$ cat src/rtl/board_pkg.sv
// board_pkg: shared definitions for the tic-tac-toe board controller.
//   - state_e      : controller FSM states
//   - WIN_*        : winner status codes driven on board_state_ctrl.winner
//   - WIN_LINES    : the 8 winning line masks, in win-priority order (index 0 first)
//   - NUM_CELLS    : number of board cells (bit i = row*3+col)
package board_pkg;

    localparam int unsigned NUM_CELLS = 9;
    localparam int unsigned NUM_LINES = 8;

    typedef enum logic [1:0] {
        StIdle  = 2'd0,
        StPlay  = 2'd1,
        StCheck = 2'd2,
        StDone  = 2'd3
    } state_e;

    localparam logic [1:0] WIN_NONE = 2'b00;
    localparam logic [1:0] WIN_C0   = 2'b01;
    localparam logic [1:0] WIN_C1   = 2'b10;
    localparam logic [1:0] WIN_DRAW = 2'b11;

    // Rows, columns, main diagonal, anti-diagonal; WIN_LINES[0] = 9'h007.
    localparam logic [NUM_LINES-1:0][NUM_CELLS-1:0] WIN_LINES = {
        9'h054, 9'h111, 9'h124, 9'h092, 9'h049, 9'h1C0, 9'h038, 9'h007
    };

endpackage

$ cat src/rtl/board_cell_decode.sv
// board_cell_decode: maps a mouse position onto a board cell (purely combinational).
// Ports:
//   xpos, ypos  in  12  mouse position in pixels
//   cell_idx    out 4   row*3+col of the hovered cell (0 when off the board)
//   cell_valid  out 1   1 when the position lies inside the 3x3 board
// Parameters: BOARD_X0/BOARD_Y0 top-left pixel of the board, CELL_SIZE cell edge in pixels.
module board_cell_decode #(
    parameter int unsigned BOARD_X0  = 212,
    parameter int unsigned BOARD_Y0  = 84,
    parameter int unsigned CELL_SIZE = 200
) (
    input  logic [11:0] xpos,
    input  logic [11:0] ypos,
    output logic [3:0]  cell_idx,
    output logic        cell_valid
);

    // Column/row boundaries widened to 13 bits so BOARD_*0 + 3*CELL_SIZE cannot wrap.
    localparam logic [12:0] X_B0 = 13'(BOARD_X0);
    localparam logic [12:0] X_B1 = 13'(BOARD_X0 + CELL_SIZE);
    localparam logic [12:0] X_B2 = 13'(BOARD_X0 + 2 * CELL_SIZE);
    localparam logic [12:0] X_B3 = 13'(BOARD_X0 + 3 * CELL_SIZE);
    localparam logic [12:0] Y_B0 = 13'(BOARD_Y0);
    localparam logic [12:0] Y_B1 = 13'(BOARD_Y0 + CELL_SIZE);
    localparam logic [12:0] Y_B2 = 13'(BOARD_Y0 + 2 * CELL_SIZE);
    localparam logic [12:0] Y_B3 = 13'(BOARD_Y0 + 3 * CELL_SIZE);

    logic [12:0] x_ext;
    logic [12:0] y_ext;
    logic [1:0]  col;
    logic [1:0]  row;
    logic        col_ok;
    logic        row_ok;

    assign x_ext = {1'b0, xpos};
    assign y_ext = {1'b0, ypos};

    always_comb begin
        col    = 2'd0;
        col_ok = 1'b1;
        if (x_ext >= X_B0 && x_ext < X_B1) begin
            col = 2'd0;
        end else if (x_ext >= X_B1 && x_ext < X_B2) begin
            col = 2'd1;
        end else if (x_ext >= X_B2 && x_ext < X_B3) begin
            col = 2'd2;
        end else begin
            col_ok = 1'b0;
        end

        row    = 2'd0;
        row_ok = 1'b1;
        if (y_ext >= Y_B0 && y_ext < Y_B1) begin
            row = 2'd0;
        end else if (y_ext >= Y_B1 && y_ext < Y_B2) begin
            row = 2'd1;
        end else if (y_ext >= Y_B2 && y_ext < Y_B3) begin
            row = 2'd2;
        end else begin
            row_ok = 1'b0;
        end

        cell_valid = col_ok & row_ok;
        // row*3 = row*2 + row
        cell_idx   = cell_valid ? (4'({row, 1'b0}) + 4'(row) + 4'(col)) : 4'd0;
    end

endmodule

$ cat src/rtl/board_state_ctrl.sv
// board_state_ctrl: game logic writing the board read by the square drawing pipeline.
// Turns mouse left-click edges into moves, alternates players, detects win/draw.
// Ports:
//   pclk, rst          pixel clock, synchronous active-high reset
//   xpos, ypos         mouse position (pclk domain)
//   mouse_left         left button level
//   start_en           1 = game running requested; 0 returns to IDLE
//   choice_en          colour of the first mover, sampled on IDLE->PLAY
//   square1to9         occupied cells (bit i = row*3+col)
//   square1to9_color   owner colour of each occupied cell
//   current_player     colour to move next
//   game_over          1 while in DONE
//   winner             00 none, 01 colour 0, 10 colour 1, 11 draw
//   win_mask           winning line cells when BOARD_WIN_MASK_EN is defined, else 0
// Optional feature macro: BOARD_WIN_MASK_EN.
module board_state_ctrl
    import board_pkg::*;
#(
    parameter int unsigned BOARD_X0  = 212,
    parameter int unsigned BOARD_Y0  = 84,
    parameter int unsigned CELL_SIZE = 200
) (
    input  logic        pclk,
    input  logic        rst,
    input  logic [11:0] xpos,
    input  logic [11:0] ypos,
    input  logic        mouse_left,
    input  logic        start_en,
    input  logic        choice_en,
    output logic [8:0]  square1to9,
    output logic [8:0]  square1to9_color,
    output logic        current_player,
    output logic        game_over,
    output logic [1:0]  winner,
    output logic [8:0]  win_mask
);

    state_e     state_q;
    logic       btn_q;
    logic       click;
    logic [3:0] cell_idx;
    logic       cell_valid;
    logic       line_won;
    logic       line_colour;
`ifdef BOARD_WIN_MASK_EN
    logic [8:0] line_mask;
    logic [8:0] win_mask_q;
`endif

    board_cell_decode #(
        .BOARD_X0  (BOARD_X0),
        .BOARD_Y0  (BOARD_Y0),
        .CELL_SIZE (CELL_SIZE)
    ) u_cell_decode (
        .xpos       (xpos),
        .ypos       (ypos),
        .cell_idx   (cell_idx),
        .cell_valid (cell_valid)
    );

    assign click = mouse_left & ~btn_q;

    // First fully-occupied single-colour line wins, in WIN_LINES order.
    always_comb begin
        line_won    = 1'b0;
        line_colour = 1'b0;
`ifdef BOARD_WIN_MASK_EN
        line_mask   = 9'h000;
`endif
        for (int i = 0; i < int'(NUM_LINES); i++) begin
            if (!line_won && ((square1to9 & WIN_LINES[i]) == WIN_LINES[i])) begin
                if ((square1to9_color & WIN_LINES[i]) == WIN_LINES[i]) begin
                    line_won    = 1'b1;
                    line_colour = 1'b1;
`ifdef BOARD_WIN_MASK_EN
                    line_mask   = WIN_LINES[i];
`endif
                end else if ((square1to9_color & WIN_LINES[i]) == 9'h000) begin
                    line_won    = 1'b1;
                    line_colour = 1'b0;
`ifdef BOARD_WIN_MASK_EN
                    line_mask   = WIN_LINES[i];
`endif
                end
            end
        end
    end

    always_ff @(posedge pclk) begin
        if (rst) begin
            state_q          <= StIdle;
            btn_q            <= 1'b0;
            square1to9       <= 9'h000;
            square1to9_color <= 9'h000;
            current_player   <= 1'b0;
            game_over        <= 1'b0;
            winner           <= WIN_NONE;
`ifdef BOARD_WIN_MASK_EN
            win_mask_q       <= 9'h000;
`endif
        end else begin
            // Updated in every state, so edges seen in CHECK/DONE are dropped.
            btn_q <= mouse_left;
            unique case (state_q)
                StIdle: begin
                    if (start_en) begin
                        state_q          <= StPlay;
                        square1to9       <= 9'h000;
                        square1to9_color <= 9'h000;
                        current_player   <= choice_en;
                        winner           <= WIN_NONE;
`ifdef BOARD_WIN_MASK_EN
                        win_mask_q       <= 9'h000;
`endif
                    end
                end
                StPlay: begin
                    if (!start_en) begin
                        state_q <= StIdle;
                    end else if (click && cell_valid && !square1to9[cell_idx]) begin
                        square1to9[cell_idx]       <= 1'b1;
                        square1to9_color[cell_idx] <= current_player;
                        state_q                    <= StCheck;
                    end
                end
                StCheck: begin
                    if (line_won) begin
                        winner    <= {line_colour, ~line_colour};
                        game_over <= 1'b1;
                        state_q   <= StDone;
`ifdef BOARD_WIN_MASK_EN
                        win_mask_q <= line_mask;
`endif
                    end else if (&square1to9) begin
                        winner    <= WIN_DRAW;
                        game_over <= 1'b1;
                        state_q   <= StDone;
`ifdef BOARD_WIN_MASK_EN
                        win_mask_q <= 9'h000;
`endif
                    end else begin
                        current_player <= ~current_player;
                        state_q        <= StPlay;
                    end
                end
                StDone: begin
                    if (!start_en) begin
                        game_over <= 1'b0;
                        state_q   <= StIdle;
                    end
                end
                default: state_q <= StIdle;
            endcase
        end
    end

`ifdef BOARD_WIN_MASK_EN
    assign win_mask = win_mask_q;
`else
    assign win_mask = 9'h000;
`endif

endmodule

$ cat config.mk
export PLATFORM = sky130hd
export DESIGN_NAME = board_state_ctrl
export DESIGN_NICKNAME = d
export VERILOG_FILES = /design/src/rtl/board_pkg.sv /design/src/rtl/board_cell_decode.sv /design/src/rtl/board_state_ctrl.sv
export SDC_FILE = /design/constraint.sdc
export NUM_CORES = 1
export LEC_CHECK = 0
export BUFFER_PORTS_ARGS = -buffer_cell sky130_fd_sc_hd__buf_2
export CELL_PAD_IN_SITES_DETAIL_PLACEMENT = 1
export CELL_PAD_IN_SITES_GLOBAL_PLACEMENT = 1
export CORE_UTILIZATION = 35
export CTS_BUF_LIST = sky130_fd_sc_hd__clkbuf_2 sky130_fd_sc_hd__clkbuf_4 sky130_fd_sc_hd__clkbuf_8
export CTS_CLUSTER_SIZE = 20
export DETAILED_ROUTE_END_ITERATION = 16
export GPL_TIMING_DRIVEN = 0
export PLACE_DENSITY = 0.75
export SYNTH_ARGS = -nofsm -noshare
export SYNTH_HDL_FRONTEND = slang
export SYNTH_SLANG_ARGS = --single-unit
$ cat constraint.sdc
create_clock -name pclk -period 3.9 [get_ports pclk]
set_clock_uncertainty 0.2 [all_clocks]
set_input_delay 0.39 -clock pclk [delete_from_list [all_inputs] [get_ports pclk]]
set_output_delay 0.39 -clock pclk [all_outputs]
set_load 0.02 [all_outputs]
Word-level counts from Yosys, hierarchy flattened
Cells that the tools add are included.
{"block": "totals", "ff_bits": 25, "input_bits": 29, "elab_cells": 189}
{"block": "classes", "add_sub_neg": 2, "n_mux": 91, "eq_ne": 27, "order_cmp": 14, "n_reduce_logical": 42, "bitwise": 6}
{"op": "9-bit zero test", "count": 8}
{"op": "1-bit two-way mux", "count": 61}
{"op": "3-bit == test (second input constant)", "count": 16}
{"op": "9-bit two-way mux", "count": 5}
{"op": "12-bit by 9-bit >= comparator with 1-bit output (second input constant)", "count": 3}
{"op": "12-bit by 10-bit less-than comparator with 1-bit output (second input constant)", "count": 3}
{"op": "12-bit by 9-bit less-than comparator with 1-bit output (second input constant)", "count": 3}
{"op": "9-bit case mux with 2 select lines", "count": 2}
{"op": "2-bit two-way mux", "count": 15}
{"op": "1-bit logical AND", "count": 16}
{"op": "12-bit by 10-bit >= comparator with 1-bit output (second input constant)", "count": 1}
{"op": "12-bit by 7-bit >= comparator with 1-bit output (second input constant)", "count": 1}
{"op": "12-bit by 8-bit >= comparator with 1-bit output (second input constant)", "count": 1}
{"op": "2-bit inequality test (second input constant)", "count": 6}
{"op": "9-bit bitwise mux", "count": 1}
{"op": "9-bit OR", "count": 1}
{"op": "3-bit AND reduction", "count": 3}
{"op": "9-bit AND reduction", "count": 1}
{"op": "1-bit zero test", "count": 8}
{"op": "2-bit case mux with 4 select lines", "count": 1}
{"op": "4-bit AND reduction", "count": 2}
{"op": "3-bit inequality test (second input constant)", "count": 2}
{"op": "2-bit nonzero test", "count": 3}
{"op": "4-bit by 5-bit less-than comparator with 1-bit output (second input constant)", "count": 1}
{"op": "other kinds (13)", "count": 18}

Logic depth before layout (Yosys ltp)
{"block": "logic_depth", "ltp_word": 28, "depth_mapped": 16, "mapped_depth_nobuf": 16}

Cells and area by module
A second synthesis with hierarchy kept.
{"block": "unflattened", "cells_unflattened": 248, "hier_area_um2": 1938.1}
{"mod": "board_state_ctrl", "cells_each": 200, "seq_area_each_um2": 500.5, "area_each_um2": 1571.5, "instances": 1}
{"mod": "board_cell_decode", "cells_each": 48, "seq_area_each_um2": 0.0, "area_each_um2": 366.6, "instances": 1}

Worst setup path after synthesis
Ideal clock, no wire load.
{"block": "synth_timing", "kind": "input to register", "start": "input port ypos[5]", "end": "register square1to9_color[1]", "setup_ns": 0.072, "t_arrival_ns": 3.585, "path_stages": 14, "path_slack_ns": 0.043, "required_ns": 3.628, "cell_sequence": "nand2_1 > o211ai_1 > a21boi_0 > fa_1 > inv_1 > ha_1 > inv_1 > fa_1 > nand2b_1 > nand2b_2 > a21o_4 > nand4_4 > nor4_4 > mux2i_1"}
{"block": "synth_between", "elab_chain_cells": 16, "word_cells_on_any_way": 35, "cone_classes": "add/sub (2); order compare (8); eq/ne (1); mux (15); bitwise (1); reduce/logical (8)"}
{"element": "from (decl)", "line": "board_state_ctrl.sv:26", "source": "input logic [11:0] ypos,"}
{"element": "12-bit by 9-bit >= comparator with 1-bit output / 12-bit by 10-bit less-than comparator with 1-bit output (equally long branches)", "line": "board_cell_decode.sv:57", "source": "end else if (y_ext >= Y_B2 && y_ext < Y_B3) begin"}
{"element": "1-bit logical AND", "line": "board_cell_decode.sv:57"}
{"element": "2-bit two-way mux", "line": "board_cell_decode.sv:57"}
{"element": "2-bit two-way mux", "line": "board_cell_decode.sv:55", "source": "end else if (y_ext >= Y_B1 && y_ext < Y_B2) begin"}
{"element": "2-bit two-way mux", "line": "board_cell_decode.sv:53", "source": "if (y_ext >= Y_B0 && y_ext < Y_B1) begin"}
{"element": "3-bit by 2-bit adder with 4-bit output", "line": "board_cell_decode.sv:65", "source": "cell_idx = cell_valid ? (4'({row, 1'b0}) + 4'(row) + 4'(col)) : 4'd0;"}
{"element": "4-bit by 2-bit adder with 4-bit output", "line": "board_cell_decode.sv:65"}
{"element": "4-bit two-way mux", "line": "board_cell_decode.sv:65"}
{"element": "4-bit by 5-bit less-than comparator with 1-bit output (implied by the code) / 4-bit by 1-bit >= comparator with 1-bit output (equally long branches)", "line": "board_state_ctrl.sv:122", "source": "square1to9_color[cell_idx] <= current_player;"}
{"element": "1-bit logical AND (implied by the code)", "line": "board_state_ctrl.sv:122"}
{"element": "1-bit two-way mux (implied by the code)", "line": "board_state_ctrl.sv:122"}
{"element": "1-bit demux with 4-bit select", "line": "board_state_ctrl.sv:122"}
{"element": "9-bit bitwise mux", "line": "board_state_ctrl.sv:122"}
{"element": "9-bit two-way mux", "line": "board_state_ctrl.sv:120", "source": "end else if (click && cell_valid && !square1to9[cell_idx]) begin"}
{"element": "9-bit two-way mux", "line": "board_state_ctrl.sv:118", "source": "if (!start_en) begin"}
{"element": "9-bit case mux with 2 select lines", "line": "board_state_ctrl.sv:104", "source": "unique case (state_q)"}
{"element": "to (signal, indexed assignment)", "line": "board_state_ctrl.sv:122"}
{"element": "to (decl)", "line": "board_state_ctrl.sv:31", "source": "output logic [8:0] square1to9_color,"}
Parallel ways exist; a longest one is shown, timed or not. The select of a mux whose other input is x is not followed.
A chain may end at the register's enable or synchronous reset.

Worst setup path after layout
{"block": "layout_timing", "start": "input port xpos[2]", "end": "register square1to9[0]"}
{"block": "layout_between", "elab_chain_cells": 15, "word_cells_on_any_way": 34, "cone_classes": "add/sub (1); order compare (8); eq/ne (1); mux (14); bitwise (2); reduce/logical (8)"}
{"element": "from (decl)", "line": "board_state_ctrl.sv:25", "source": "input logic [11:0] xpos,"}
{"element": "12-bit by 10-bit >= comparator with 1-bit output / 12-bit by 10-bit less-than comparator with 1-bit output (equally long branches)", "line": "board_cell_decode.sv:45", "source": "end else if (x_ext >= X_B2 && x_ext < X_B3) begin"}
{"element": "1-bit logical AND", "line": "board_cell_decode.sv:45"}
{"element": "2-bit two-way mux / 1-bit two-way mux (equally long branches)", "line": "board_cell_decode.sv:45"}
{"element": "2-bit two-way mux / 1-bit two-way mux (equally long branches)", "line": "board_cell_decode.sv:43", "source": "end else if (x_ext >= X_B1 && x_ext < X_B2) begin"}
{"element": "2-bit two-way mux / 1-bit two-way mux (equally long branches)", "line": "board_cell_decode.sv:41", "source": "if (x_ext >= X_B0 && x_ext < X_B1) begin"}
{"element": "4-bit by 2-bit adder with 4-bit output / 1-bit bitwise AND (equally long branches)", "line": "board_cell_decode.sv:65, board_cell_decode.sv:63"}
{"element": "4-bit two-way mux", "line": "board_cell_decode.sv:65"}
{"element": "4-bit by 5-bit less-than comparator with 1-bit output (implied by the code) / 4-bit by 1-bit >= comparator with 1-bit output (equally long branches)", "line": "board_state_ctrl.sv:121", "source": "square1to9[cell_idx] <= 1'b1;"}
{"element": "1-bit logical AND (implied by the code)", "line": "board_state_ctrl.sv:121"}
{"element": "1-bit two-way mux (implied by the code)", "line": "board_state_ctrl.sv:121"}
{"element": "1-bit demux with 4-bit select", "line": "board_state_ctrl.sv:121"}
{"element": "9-bit OR (no line)"}
{"element": "9-bit two-way mux", "line": "board_state_ctrl.sv:120"}
{"element": "9-bit two-way mux", "line": "board_state_ctrl.sv:118"}
{"element": "9-bit case mux with 2 select lines", "line": "board_state_ctrl.sv:104"}
{"element": "to (signal assigned)", "line": "board_state_ctrl.sv:93", "source": "square1to9 <= 9'h000;"}
{"element": "to (signal assigned)", "line": "board_state_ctrl.sv:108", "source": "square1to9 <= 9'h000;"}
{"element": "to (signal, indexed assignment)", "line": "board_state_ctrl.sv:121"}
{"element": "to (decl)", "line": "board_state_ctrl.sv:30", "source": "output logic [8:0] square1to9,"}
Parallel ways exist; a longest one is shown, timed or not. The select of a mux whose other input is x is not followed.

==> impl_metrics.toml <==
[power]
vdd_drop_max_uv = 125
p_int_w = 0.000373
p_comb_frac = 0.211
switching_share = 0.297
switchingPower_w = 0.000158
p_clk_frac = 0.299
p_leak_nw = 1.04
power_density_nw_per_um2 = 209
seq_power_share = 0.489

[drt]
routed_wl_um = 6320
drt-initial-drc-count = 109
ant_nets = 0
num_vias = 2199
drt_pass1_iterations = 4
wire_per_inst_um = 16.2
routed_via_density = 5.64
drc = 0

[synthesis]
synth_edf_count = 0
ys.flop_type = "dfxtp_1"
syn_inst = 258
synthArstFlopShare = 0
synthTopCellsByArea = "dfxtp_1 25%, nand2_1 5.7%, nand3_1 4.4%"
syn-cell-area_um2 = 2040
ys_ff_latch = 25
netlist.area_leader.share = 0.245
yosys_warnings = 0
syn_area_per_cell_um2 = 7.91
synth.distinct_cells = 58
yosysTopAreaCell = "dfxtp_1"
seq_area_frac_synth = 0.245

[sta]
holdWs_ps = 147
period_minus_slack_ps = 3770
report.final.slew_viol_count = 0
fin_crit_sh = 0.966
finalHoldViolations = 0
worstMarginPinSlew_ps = 871
fmax_ghz = 0.265
setup_viol = 0
slew_headroom = 0.419

[final_layout]
final_area_um2 = 2540
layout_commonest_cell = "buf_2"
drive_gt1_frac = 0.289
fin_nets = 352
antennaDiodeCount = 0
postLayoutCoreUtil = 0.455
nFillCells = 720
layout_common_cells = "50 x buf_2, 31 x nand2_1, 25 x dfxtp_1"
syn_to_final_growth_pct = 24.3

[setup_path]
cp_max_fo = 8
rrSetupSlack_ps = 1470
critPathKind = "primary input to flip-flop"
reg2reg_depth = 6
end_kind = "flip-flop"
critPathLaunchType = "primary input"
cp.required_ps = 3880
r2r_end = "square1to9_color[3]"
r2r-start = "state_q[1]"
critPathArrivalTime_ps = 3750

[floorplanning]
dieArea_um2 = 6140
coreArea_um2 = 5570
start_util = 0.366
ios = 60
die_w_um = 78.4
num_rows = 27
die_h_um = 78.4

[global_route]
grt_overflow = 0
grt_pass1_wl_um = 10300
antenna_found_initial = 0
grt_max_degree = 16
grt_util_all_layers = 0.208
first_global_vias = 2160

[clocking]
clockBufferDepth = 2
cts_tree = "done"
cts-buffers-inserted = 3
htreeDepth = 1
cts_root_buf = "clkbuf_8"
cts_sinks = 25
insertion_delay_ps = 270
clk_pin_slew_ps = 100

[place]
gp_congestion = 0.842
placed_cell_area_um2 = 2390
io_buffers = 45
dp_hpwl_um = 4710

[min_path]
worstHoldStart = "mouse_left"
whs_path_depth = 2
whs_endpoint = "btn_q"
hp-class = "primary input to flip-flop"

[job]
drv_cap = 0

[status]
status = "complete, no violations"
-- cells by family after synthesis --
family | after synthesis | synth area share
compound gates | 68 | 0.241
simple gates | 121 | 0.345
buf+inv | 29 | 0.0785
other cells | 1 | 0.00184
fa+ha+maj | 4 | 0.0319
flops | 25 | 0.245
mux | 10 | 0.0564
-- area by class of cell --
type                       instances  area (µm²)  share of cell area
multi-input combinational        212        1490               0.587
tap                               72        90.1              0.0355
buffer                            21         130              0.0513
clock buffer                       3        41.3              0.0163
inverter                           8        30.0              0.0118
clock inverter                     1        7.51             0.00296
timing repair buffer              48         248              0.0977
sequential                        25         500               0.197
-- registers in the layout, summed over array words and instances (netlist names) --
register and count:
btn_q 1, current_player 1, game_over 1, square1to9 9, square1to9_color 9, state_q 2, winner 2
-- metrics by stage --
stage / instances / TNS, ps / worst slack, ps / total power, W
6_report: 390 / 0 / 133 / 0.000531
5_1_grt: 390 / -61.9 / -47.4 / 0.000553
4_1_cts: 387 / 0 / 20.8 / 0.000525
3_5_place_dp: 383 / -6980 / -492 / 0.000367
3_3_place_gp: 383 / -6000 / -440 / 0.000365
2_1_floorplan: 266 / 0 / 43.2 / 0.000333
-- how the worst max path moves through the flow --
stage	endpoint	cells past startpoint	slack, ps	start
2_1_floorplan	square1to9_color[1]	14	40	ypos[5]
3_3_place_gp	square1to9_color[4]	15	-440	ypos[7]
3_5_place_dp	square1to9_color[4]	15	-490	ypos[7]
4_1_cts	square1to9_color[4]	17	20	xpos[3]
5_1_grt	square1to9_color[4]	17	-50	xpos[2]
6_report	square1to9[0]	17	130	xpos[2]
-- power groups by stage --
stage / sequential (W) / combinational (W) / clock (W)
after floorplan: 0.000267 / 0.0000662 / 0
after CTS: 0.000260 / 0.000102 / 0.000163
after detailed placement: 0.000266 / 0.000102 / 0
after global placement: 0.000266 / 0.0000994 / 0
after global routing: 0.000261 / 0.000122 / 0.000170
final: 0.000260 / 0.000112 / 0.000159
-- timing repair --
action / 4_1_cts / 5_1_grt
pin swaps: 1 / 8
hold buffers: 0 / 0
resized for setup: 2 / 18
setup endpoints to repair: 15 / 20
setup buffers: 0 / 3
-- critical path, cell delays in order --
cell	delay, ps
buf_2	120
a21o_1	210
a211oi_4	270
nand2_1	80
o21ai_1	80
nand3_1	100
fa_1	490
inv_1	40
ha_2	170
inv_2	50
fa_2	500
nand2b_1	100
o221ai_1	140
o21ai_0	520
nor3_2	100
o21a_1	210
o21a_1	160
-- synthesized netlist by cell type (3+ instances only) --
cell type	n
nand2_1	31
dfxtp_1	25
nand3_1	18
a21oi_1	13
nor3_1	12
o21a_1	12
or3_1	11
buf_4	10
o21ai_0	9
inv_1	8
nor2_1	8
and3_1	7
mux2i_1	7
buf_2	5
clkbuf_1	5
nor4_1	5
nand2b_1	4
nor3_2	4
o211ai_1	4
nand4_1	3
nor2b_1	3
nor4b_1	3
o22ai_1	3
o311ai_0	3
-- per-layer routing --
metal / global-route usage / wire, µm / up-vias
met5: 0 / 0 / -
met4: 0.0426 / 52 / 0
met3: 0.0314 / 177 / 7
met2: 0.366 / 3210 / 40
met1: 0.269 / 2890 / 1081
li1: - / - / 1071
(Power assumes the default switching activity.)
